[config.mk]
export PLATFORM = sky130hd
export DESIGN_NAME = uv_rsp_route
export DESIGN_NICKNAME = d
export VERILOG_FILES = /design/src/rtl/uv_rsp_route.sv
export SDC_FILE = /design/constraint.sdc
export NUM_CORES = 1
export LEC_CHECK = 0
export BUFFER_PORTS_ARGS = -buffer_cell sky130_fd_sc_hd__buf_2
export CAP_MARGIN = 15
export CELL_PAD_IN_SITES_DETAIL_PLACEMENT = 0
export CELL_PAD_IN_SITES_GLOBAL_PLACEMENT = 1
export CORE_MARGIN = 5
export CORE_UTILIZATION = 33
export CTS_CLUSTER_DIAMETER = 80
export DETAILED_ROUTE_END_ITERATION = 10
export GPL_ROUTABILITY_DRIVEN = 0
export PLACE_DENSITY = 0.95
export SLEW_MARGIN = 20
export SYNTH_ARGS = -nofsm -noshare
export SYNTH_HDL_FRONTEND = slang
export SYNTH_SLANG_ARGS = --single-unit
[constraint.sdc]
create_clock -name clk -period 3.7 [get_ports clk]
set_input_delay 0.555 -clock clk [delete_from_list [all_inputs] [get_ports clk]]
set_output_delay 0.555 -clock clk [all_outputs]
set_load 0.01 [all_outputs]
[src/rtl/uv_rsp_route.sv]
`default_nettype none
// ============================================================================
//  Module   : uv_rsp_route
//  Brief    : Routes a shared slave response stream back to the requester
//             whose command was granted, using an in-order outstanding FIFO
//             of grant indices and a single registered output stage.
//  Revision : 1.0 - initial release
// ============================================================================
module uv_rsp_route #(
   parameter int CH_NUM     = 2,
   parameter int DAT_WIDTH  = 32,
   parameter int OSTD_DEPTH = 4
) (
   input  logic                          clk,
   input  logic                          rst,
   // downstream command side
   input  logic                          cmd_vld,
   output logic                          cmd_rdy,
   input  logic                          cmd_slv_rdy,
   input  logic [CH_NUM-1:0]             cmd_grant,
   // slave response side
   input  logic                          rsp_vld,
   output logic                          rsp_rdy,
   input  logic [DAT_WIDTH-1:0]          rsp_dat,
   input  logic                          rsp_err,
   // per-channel response side
   output logic [CH_NUM-1:0]             ch_rsp_vld,
   input  logic [CH_NUM-1:0]             ch_rsp_rdy,
   output logic [CH_NUM*DAT_WIDTH-1:0]   ch_rsp_dat,
   output logic [CH_NUM-1:0]             ch_rsp_err,
   // status
   output logic [$clog2(OSTD_DEPTH):0]   ostd_cnt,
   output logic                          orphan
);

   localparam int IDX_W = (CH_NUM > 2) ? $clog2(CH_NUM) : 1;
   localparam int AW    = $clog2(OSTD_DEPTH);
   localparam int PW    = AW + 1;

   // outstanding FIFO state
   logic [IDX_W-1:0] fifo_mem [OSTD_DEPTH];
   logic [PW-1:0]    wr_ptr;
   logic [PW-1:0]    rd_ptr;
   logic             empty;
   logic             full;

   // output register state
   logic             out_vld;
   logic [IDX_W-1:0] out_idx;
   logic [DAT_WIDTH-1:0] out_dat;
   logic             out_err;
   logic             orphan_r;

   // handshake and control
   logic [IDX_W-1:0] grant_idx;
   logic             push;
   logic             pop;
   logic             out_free;
   logic             out_taken;

   // Full when the address bits match but the wrap bits differ.
   assign empty = (wr_ptr == rd_ptr);
   assign full  = (wr_ptr[AW-1:0] == rd_ptr[AW-1:0]) && (wr_ptr[AW] != rd_ptr[AW]);

   // A full FIFO refuses commands even if a pop happens in the same cycle.
   assign cmd_rdy = cmd_slv_rdy & ~full;

   // An all-zero grant completes the handshake but records nothing.
   assign push = cmd_vld & cmd_rdy & (|cmd_grant);

   // Output stage can take new data when empty or being drained this cycle.
   assign out_taken = out_vld & ch_rsp_rdy[out_idx];
   assign out_free  = ~out_vld | ch_rsp_rdy[out_idx];

   // With nothing outstanding, responses are always accepted and dropped.
   assign rsp_rdy = empty | out_free;
   assign pop     = rsp_vld & ~empty & out_free;

   assign ostd_cnt = wr_ptr - rd_ptr;
   assign orphan   = orphan_r;

   // Lowest set bit of the one-hot grant becomes the stored channel index.
   always_comb begin
      grant_idx = '0;
      for (int i = CH_NUM - 1; i >= 0; i--) begin
         if (cmd_grant[i]) begin
            grant_idx = i[IDX_W-1:0];
         end
      end
   end

   // FIFO storage; contents are don't-care until written, so no reset.
   always_ff @(posedge clk) begin
      if (push) begin
         fifo_mem[wr_ptr[AW-1:0]] <= grant_idx;
      end
   end

   // FIFO pointers advance on push/pop and wrap at twice the depth.
   always_ff @(posedge clk) begin
      if (rst) begin
         wr_ptr <= '0;
         rd_ptr <= '0;
      end else begin
         if (push) begin
            wr_ptr <= wr_ptr + 1'b1;
         end
         if (pop) begin
            rd_ptr <= rd_ptr + 1'b1;
         end
      end
   end

   // Registered output stage: load on accept, clear once consumed.
   always_ff @(posedge clk) begin
      if (rst) begin
         out_vld <= 1'b0;
         out_idx <= '0;
         out_dat <= '0;
         out_err <= 1'b0;
      end else if (pop) begin
         out_vld <= 1'b1;
         out_idx <= fifo_mem[rd_ptr[AW-1:0]];
         out_dat <= rsp_dat;
         out_err <= rsp_err;
      end else if (out_taken) begin
         out_vld <= 1'b0;
      end
   end

   // Orphan pulse flags a response that arrived with nothing outstanding.
   always_ff @(posedge clk) begin
      if (rst) begin
         orphan_r <= 1'b0;
      end else begin
         orphan_r <= rsp_vld & empty;
      end
   end

   // Valid is steered per channel; data and error are broadcast to all lanes.
   generate
      for (genvar g = 0; g < CH_NUM; g++) begin : g_ch_lane
         assign ch_rsp_vld[g]                           = out_vld && (out_idx == g[IDX_W-1:0]);
         assign ch_rsp_dat[g*DAT_WIDTH +: DAT_WIDTH]    = out_dat;
         assign ch_rsp_err[g]                           = out_err;
      end
   endgenerate

endmodule
`default_nettype wire

==> results of run 1 <==
per-stage QoR:
step / area (um^2) / setup WS (ns) / hold WS [ns] / cells
5_1_grt: 2579 / 0.9509 / 0.4825 / 404
2_1_floorplan: 2116 / 1.677 / 0.4501 / 249
3_5_place_dp: 2484 / 1.185 / 0.4597 / 396
4_1_cts: 2579 / 1.140 / 0.4713 / 404
6_report: 2579 / 1.181 / 0.4678 / 404
3_3_place_gp: 2484 / 1.297 / 0.4508 / 396
routing by layer:
layer | up-vias | share of wire [%] | global-route usage [%]
met1 | 805 | 40 | 13.25
met4 | 0 | 0.64 | 2.357
met2 | 72 | 50 | 21.83
li1 | 915 | - | -
met5 | - | 0 | 0
met3 | 6 | 9.5 | 4.758
synthesized netlist by cell type, drive strengths merged (2+ instances only):
library cell and count:
nand2 72, buf 42, dfxtp 42, a21oi 37
inv 8, ha 7, and2 5, clkbuf 5
nor2 5, xnor2 5, edfxtp 4, a211oi 2
mux2i 2, nor2b 2, o21ai 2
worst min-delay path: cells and delay by family (launching register included):
kind	cells	cell delay [ns]
flops	1	0.32
compound gates	1	0.05
simple gates	1	0.05
registers in the layout, indices dropped and copies added (netlist names):
signal    count
out_vld       1
rd_ptr        3
orphan        1
wr_ptr        3
out_idx       1
out_dat      32
out_err       1
fifo_mem      4
cell type report:
type                       count  area [um^2]  share of cell area [%]
multi-input combinational    148        805.8                   31.25
clock buffer                   6        82.58                   3.202
timing repair buffer         117        590.6                   22.90
sequential                    46        960.9                   37.26
tap                           77        96.34                   3.736
clock inverter                 2        12.51                  0.4852
inverter                       8        30.03                   1.164
where the power goes:
| group | internal, mW | switching (mW) | total, mW |
|---|---|---|---|
| clock network | 0.150 | 0.165 | 0.315 |
| registers | 0.543 | 0.0324 | 0.575 |
| logic | 0.119 | 0.169 | 0.287 |
path summary, 6_finish.rpt:
kind                                    to  slack, ns                      from
setup / recovery      out_idx$_SDFFE_PP0P_       1.18    wr_ptr[0]$_SDFFE_PP0P_
setup reg to reg      out_idx$_SDFFE_PP0P_       1.18    wr_ptr[0]$_SDFFE_PP0P_
hold reg to reg   out_dat[21]$_SDFFE_PP0P_       0.47  out_dat[21]$_SDFFE_PP0P_
hold / removal    out_dat[21]$_SDFFE_PP0P_       0.47  out_dat[21]$_SDFFE_PP0P_
kinds of logic after synthesis:
kind of cell | after synthesis | share of synthesized area [%]
AOI/OAI and AO/OA | 44 | 12.01
buffers and inverters | 55 | 16.50
and+or+nand+nor | 87 | 16.50
muxes | 3 | 2.011
DFF | 46 | 45.42
adders and majority gates | 8 | 5.086
xor gates and xnor gates | 6 | 2.484
==> flow_summary.json, run 1 <==
{
  "antenna_left": 0,
  "drive_above_1_share_pct": 38.84,
  "port_buffers": 115,
  "route.detailed.drc": 0,
  "layout_commonest_cell": "buf_2",
  "cts_resized": 0,
  "nFillCells": 650,
  "power.leakage_nw": 1.257,
  "clkTransAtPathRegs_ns": 0.09,
  "setup_viol": 0,
  "antenna_found_initial": 0,
  "total_power_mw": 1.178,
  "hold_violations": 0,
  "synth_top_area_share_pct": 39.74,
  "most-common-layout-cells": "buf_2 (115), nand2_1 (72), dfxtp_1 (42)",
  "path_delay_family": "compound AO/OA/AOI/OAI gates",
  "start_util_pct": 33.71,
  "numCtsBuffers": 5,
  "clock-root-buffer": "clkbuf_8",
  "postCtsSetupBuffers": 0,
  "cts.sinks": 46,
  "fin_setup_tns_ns": 0,
  "avgSynthCellArea_um2": 8.497,
  "min_path_cells": 2,
  "yosysTopAreaCell": "dfxtp_1",
  "wl_per_cell_um": 12.44,
  "die_x_um": 90.07,
  "crit_cells": 7,
  "synth_cell_types": 27,
  "slew_viol_final": 0,
  "critPathMaxStageDelay_ns": 0.74,
  "num_rows": 29,
  "critical_path_buf_inv_count": 2,
  "wirelength_um": 5025,
  "status": "finished, final reports clean",
  "synth-async-reset-ratio_pct": 0,
  "max_slew_margin_pct": 46.02,
  "ys.flop_type": "dfxtp_1",
  "rsz0062_at_grt": "no",
  "critPathArrivalTime_ns": 2.73,
  "crit_chain": "inv_1 -> ha_1 -> and2_1 -> a221o_1 -> buf_4 -> nand2_1 -> a21oi_1",
  "hold_class": "reg2reg",
  "power_density_nw_per_um2": 456.9,
  "drv_cap": 0,
  "end_kind": "register",
  "synth-edff-count": 4,
  "clock_latency_ns": 0.29,
  "cts_hold_buffers": 0,
  "area_delta_synth_final_pct": 21.88,
  "clockBufferDepth": 2,
  "grt_max_degree": 43,
  "crit_type": "reg2reg",
  "fin_util_pct": 41.08,
  "syn-num-nets": 299,
  "grt_pass1_wl_um": 8362,
  "slowest_stage": "a221o_1",
  "grtUsageTotal_pct": 12.04,
  "grt_pass1_vias": 1811,
  "synth.cell_area_um2": 2116,
  "vias_per_cell": 4.450,
  "grt_overflow": 0,
  "skew_ns": 0.004804,
  "diodes": 0,
  "start_kind": "register",
  "final_nets": 376,
  "ys_seq_area_share_pct": 45.42,
  "ir_drop_mv": 0.1937,
  "die_area_um2": 8113,
  "syn-instance-count": 249,
  "core_region_area_um2": 6277,
  "cts_tree": "built",
  "synth.area.top_cells": "dfxtp_1 (40%), nand2_1 (13%), buf_4 (12%)",
  "routed-via-count": 1798,
  "ys_ff_latch": 46,
  "worstPathRequired_ns": 3.91,
  "r2r.worst_path.cells": 7,
  "path_max_fanout": 23,
  "drt_iter0_markers": 46,
  "hpwl_um": 3779,
  "htree_levels": 2,
  "max_slew.worst_pin.slew_ns": 0.8095,
  "dieHeight_um": 90.07,
  "first_pass_iters": 6,
  "fin_crit_sh_pct": 68.08,
  "yosysWarnings": 0,
  "min_period_ns": 2.519,
  "timing.fmax_ghz": 0.3970,
  "io_pins": 116
}
(Power assumes the default switching activity.)
==> inputs of run 2 (changes only) <==
Settings changed: ABC_AREA from default to 1, CORE_UTILIZATION 33 to 31, PLACE_DENSITY 0.95 to 0.91.
Clock period 3.7 ns to 2.6 ns, I/O delays scaled along.
==> flow_summary.json, run 2 <==
{
  "startpoint": "wr_ptr[0]$_SDFFE_PP0P_",
  "synth_common_cells": "nand2_1 (56), dfxtp_1 (42), buf_4 (39)",
  "core_region_area_um2": 7214,
  "ir_drop_mv": 0.2441,
  "r2r-start": "wr_ptr[0]$_SDFFE_PP0P_",
  "ys_ff_latch": 46,
  "power_density_nw_per_um2": 760.8,
  "grt_pass1_wl_um": 8983,
  "synth.area.top_cells": "dfxtp_1 (37%), buf_4 (13%), nand4_1 (10%)",
  "critPathArrivalTime_ns": 1.80,
  "min_period_ns": 2.193,
  "dieHeight_um": 95.92,
  "grt_overflow": 0,
  "ys.flop_type": "dfxtp_1",
  "drt_iter0_markers": 40,
  "rsz0062_at_grt": "no",
  "diodes": 0,
  "most-common-layout-cells": "buf_2 (115), nand2_1 (56), dfxtp_1 (42)",
  "slew_viol_final": 0,
  "ys_seq_area_share_pct": 41.99,
  "crit_cells": 8,
  "top_register": "out_dat",
  "fin_setup_tns_ns": 0,
  "htree_levels": 2,
  "power.leakage_nw": 1.386,
  "hpwl_um": 4245,
  "max_slew_margin_pct": 56.02,
  "cts_tree": "built",
  "cts_resized": 0,
  "slowest_stage": "dfxtp_1",
  "die_area_um2": 9201,
  "routed-via-count": 2045,
  "seq_area_um2": 960.9,
  "cts.sinks": 46,
  "layout_commonest_cell": "buf_2",
  "fin_ws_ns": 0.4074,
  "crit_type": "reg2out",
  "num_rows": 31,
  "min_path_cells": 3,
  "grt_max_degree": 38,
  "max_slew.worst_pin.slew_ns": 0.6597,
  "wl_per_cell_um": 12.32,
  "area_delta_synth_final_pct": 21.76,
  "vias_per_cell": 4.436,
  "syn-num-nets": 338,
  "synth.cell_area_um2": 2288,
  "synth-edff-count": 4,
  "hold_class": "in2reg",
  "start_util_pct": 31.72,
  "drv_cap": 0,
  "grt_pass1_vias": 1949,
  "synth_cell_types": 22,
  "worstPathRequired_ns": 2.21,
  "total_power_mw": 2.120,
  "port_buffers": 115,
  "io_pins": 116,
  "numCtsBuffers": 5,
  "synth.most_common_cell": "nand2_1",
  "largest_reg_flops": 32,
  "postCtsSetupBuffers": 0,
  "start_kind": "register",
  "clkTransAtPathRegs_ns": 0.09,
  "avgSynthCellArea_um2": 7.946,
  "first_pass_iters": 4,
  "fin_crit_sh_pct": 84.33,
  "clock-root-buffer": "clkbuf_8",
  "status": "finished, final reports clean",
  "synth_top_area_share_pct": 36.74,
  "path_max_fanout": 11,
  "cts_hold_buffers": 0,
  "path_delay_family": "buffers and inverters",
  "crit_top_cell": "inv_1",
  "clockBufferDepth": 2,
  "drive_above_1_share_pct": 35.64,
  "skew_ns": 0.007591,
  "setup_viol": 0,
  "yosysWarnings": 0,
  "final_nets": 411,
  "synth-async-reset-ratio_pct": 0,
  "clock_latency_ns": 0.30,
  "grtUsageTotal_pct": 12.40,
  "crit_chain": "inv_1 -> ha_1 -> nand2_1 -> inv_1 -> nand3_1 -> buf_4 -> nand4_1 -> buf_2",
  "antenna_found_initial": 0,
  "multi_input_area_um2": 894.6,
  "r2r.worst_path.cells": 9,
  "nFillCells": 769,
  "timing.fmax_ghz": 0.4561,
  "route.detailed.drc": 0,
  "antenna_left": 0,
  "wirelength_um": 5681,
  "preCtsSetupSlack_ns": 0.6255,
  "critPathMaxStageDelay_ns": 0.40,
  "syn-instance-count": 288,
  "die_x_um": 95.92,
  "hold_start": "rsp_dat[23]",
  "fin_util_pct": 38.62,
  "hold_violations": 0,
  "yosysTopAreaCell": "dfxtp_1",
  "critical_path_buf_inv_count": 4,
  "end_kind": "output port"
}
-- run 2: final timing paths --
check                                           endpoint  slack (ns)
worst max-delay path                             rsp_rdy        0.41
worst min-delay path            out_dat[23]$_SDFFE_PP0P_        0.36
worst max register to register      out_err$_SDFFE_PP0P_        0.64
worst min register to register  out_dat[22]$_SDFFE_PP0P_        0.47
-- run 2: cell families (layout without fill, tap and decap cells) --
kind of cell	count (synthesis)	count (layout)	share of synthesized area, %
compound gates	41	41	9.185
simple gates	117	117	24.44
fa+ha+maj	8	8	4.702
xor+xnor	2	2	0.7656
buf+inv	74	148	18.92
flops	46	46	41.99
-- run 2: per-layer routing --
| metal | vias up | GRT usage (%) | routed length, um |
|---|---|---|---|
| li1 | 1067 | - | - |
| met1 | 897 | 14.03 | 2294 |
| met2 | 77 | 23.22 | 2911 |
| met3 | 4 | 2.580 | 441 |
| met4 | 0 | 3.555 | 34 |
| met5 | - | 0 | 0 |
-- run 2: worst min-delay path, cell delays in order --
cell     delay (ns)
buf_2          0.09
nand4_1        0.07
a21oi_1        0.06
-- run 2: layout make-up --
cell class	instances	area share, %
clock buffers	6	2.604
clock inverters	2	1.347
repair buffers	119	22.18
well taps	99	4.445
flip-flops and latches	46	34.49
multi-input cells	168	32.11
inverters	21	2.829
-- run 2: where the power goes --
| part | total, mW | switching [mW] | internal (mW) |
|---|---|---|---|
| registers | 0.877 | 0.0713 | 0.806 |
| logic | 0.715 | 0.437 | 0.278 |
| clock network | 0.528 | 0.241 | 0.287 |
| total | 2.12 | 0.750 | 1.37 |
-- run 2: metrics by stage --
stage / hold WS (ns) / cells / instance area, um^2
6_report: 0.3647 / 461 / 2786
4_1_cts: 0.3526 / 461 / 2786
2_1_floorplan: 0.4530 / 288 / 2288
3_5_place_dp: 0.4615 / 453 / 2676
5_1_grt: 0.3682 / 461 / 2786
3_3_place_gp: 0.4546 / 453 / 2676
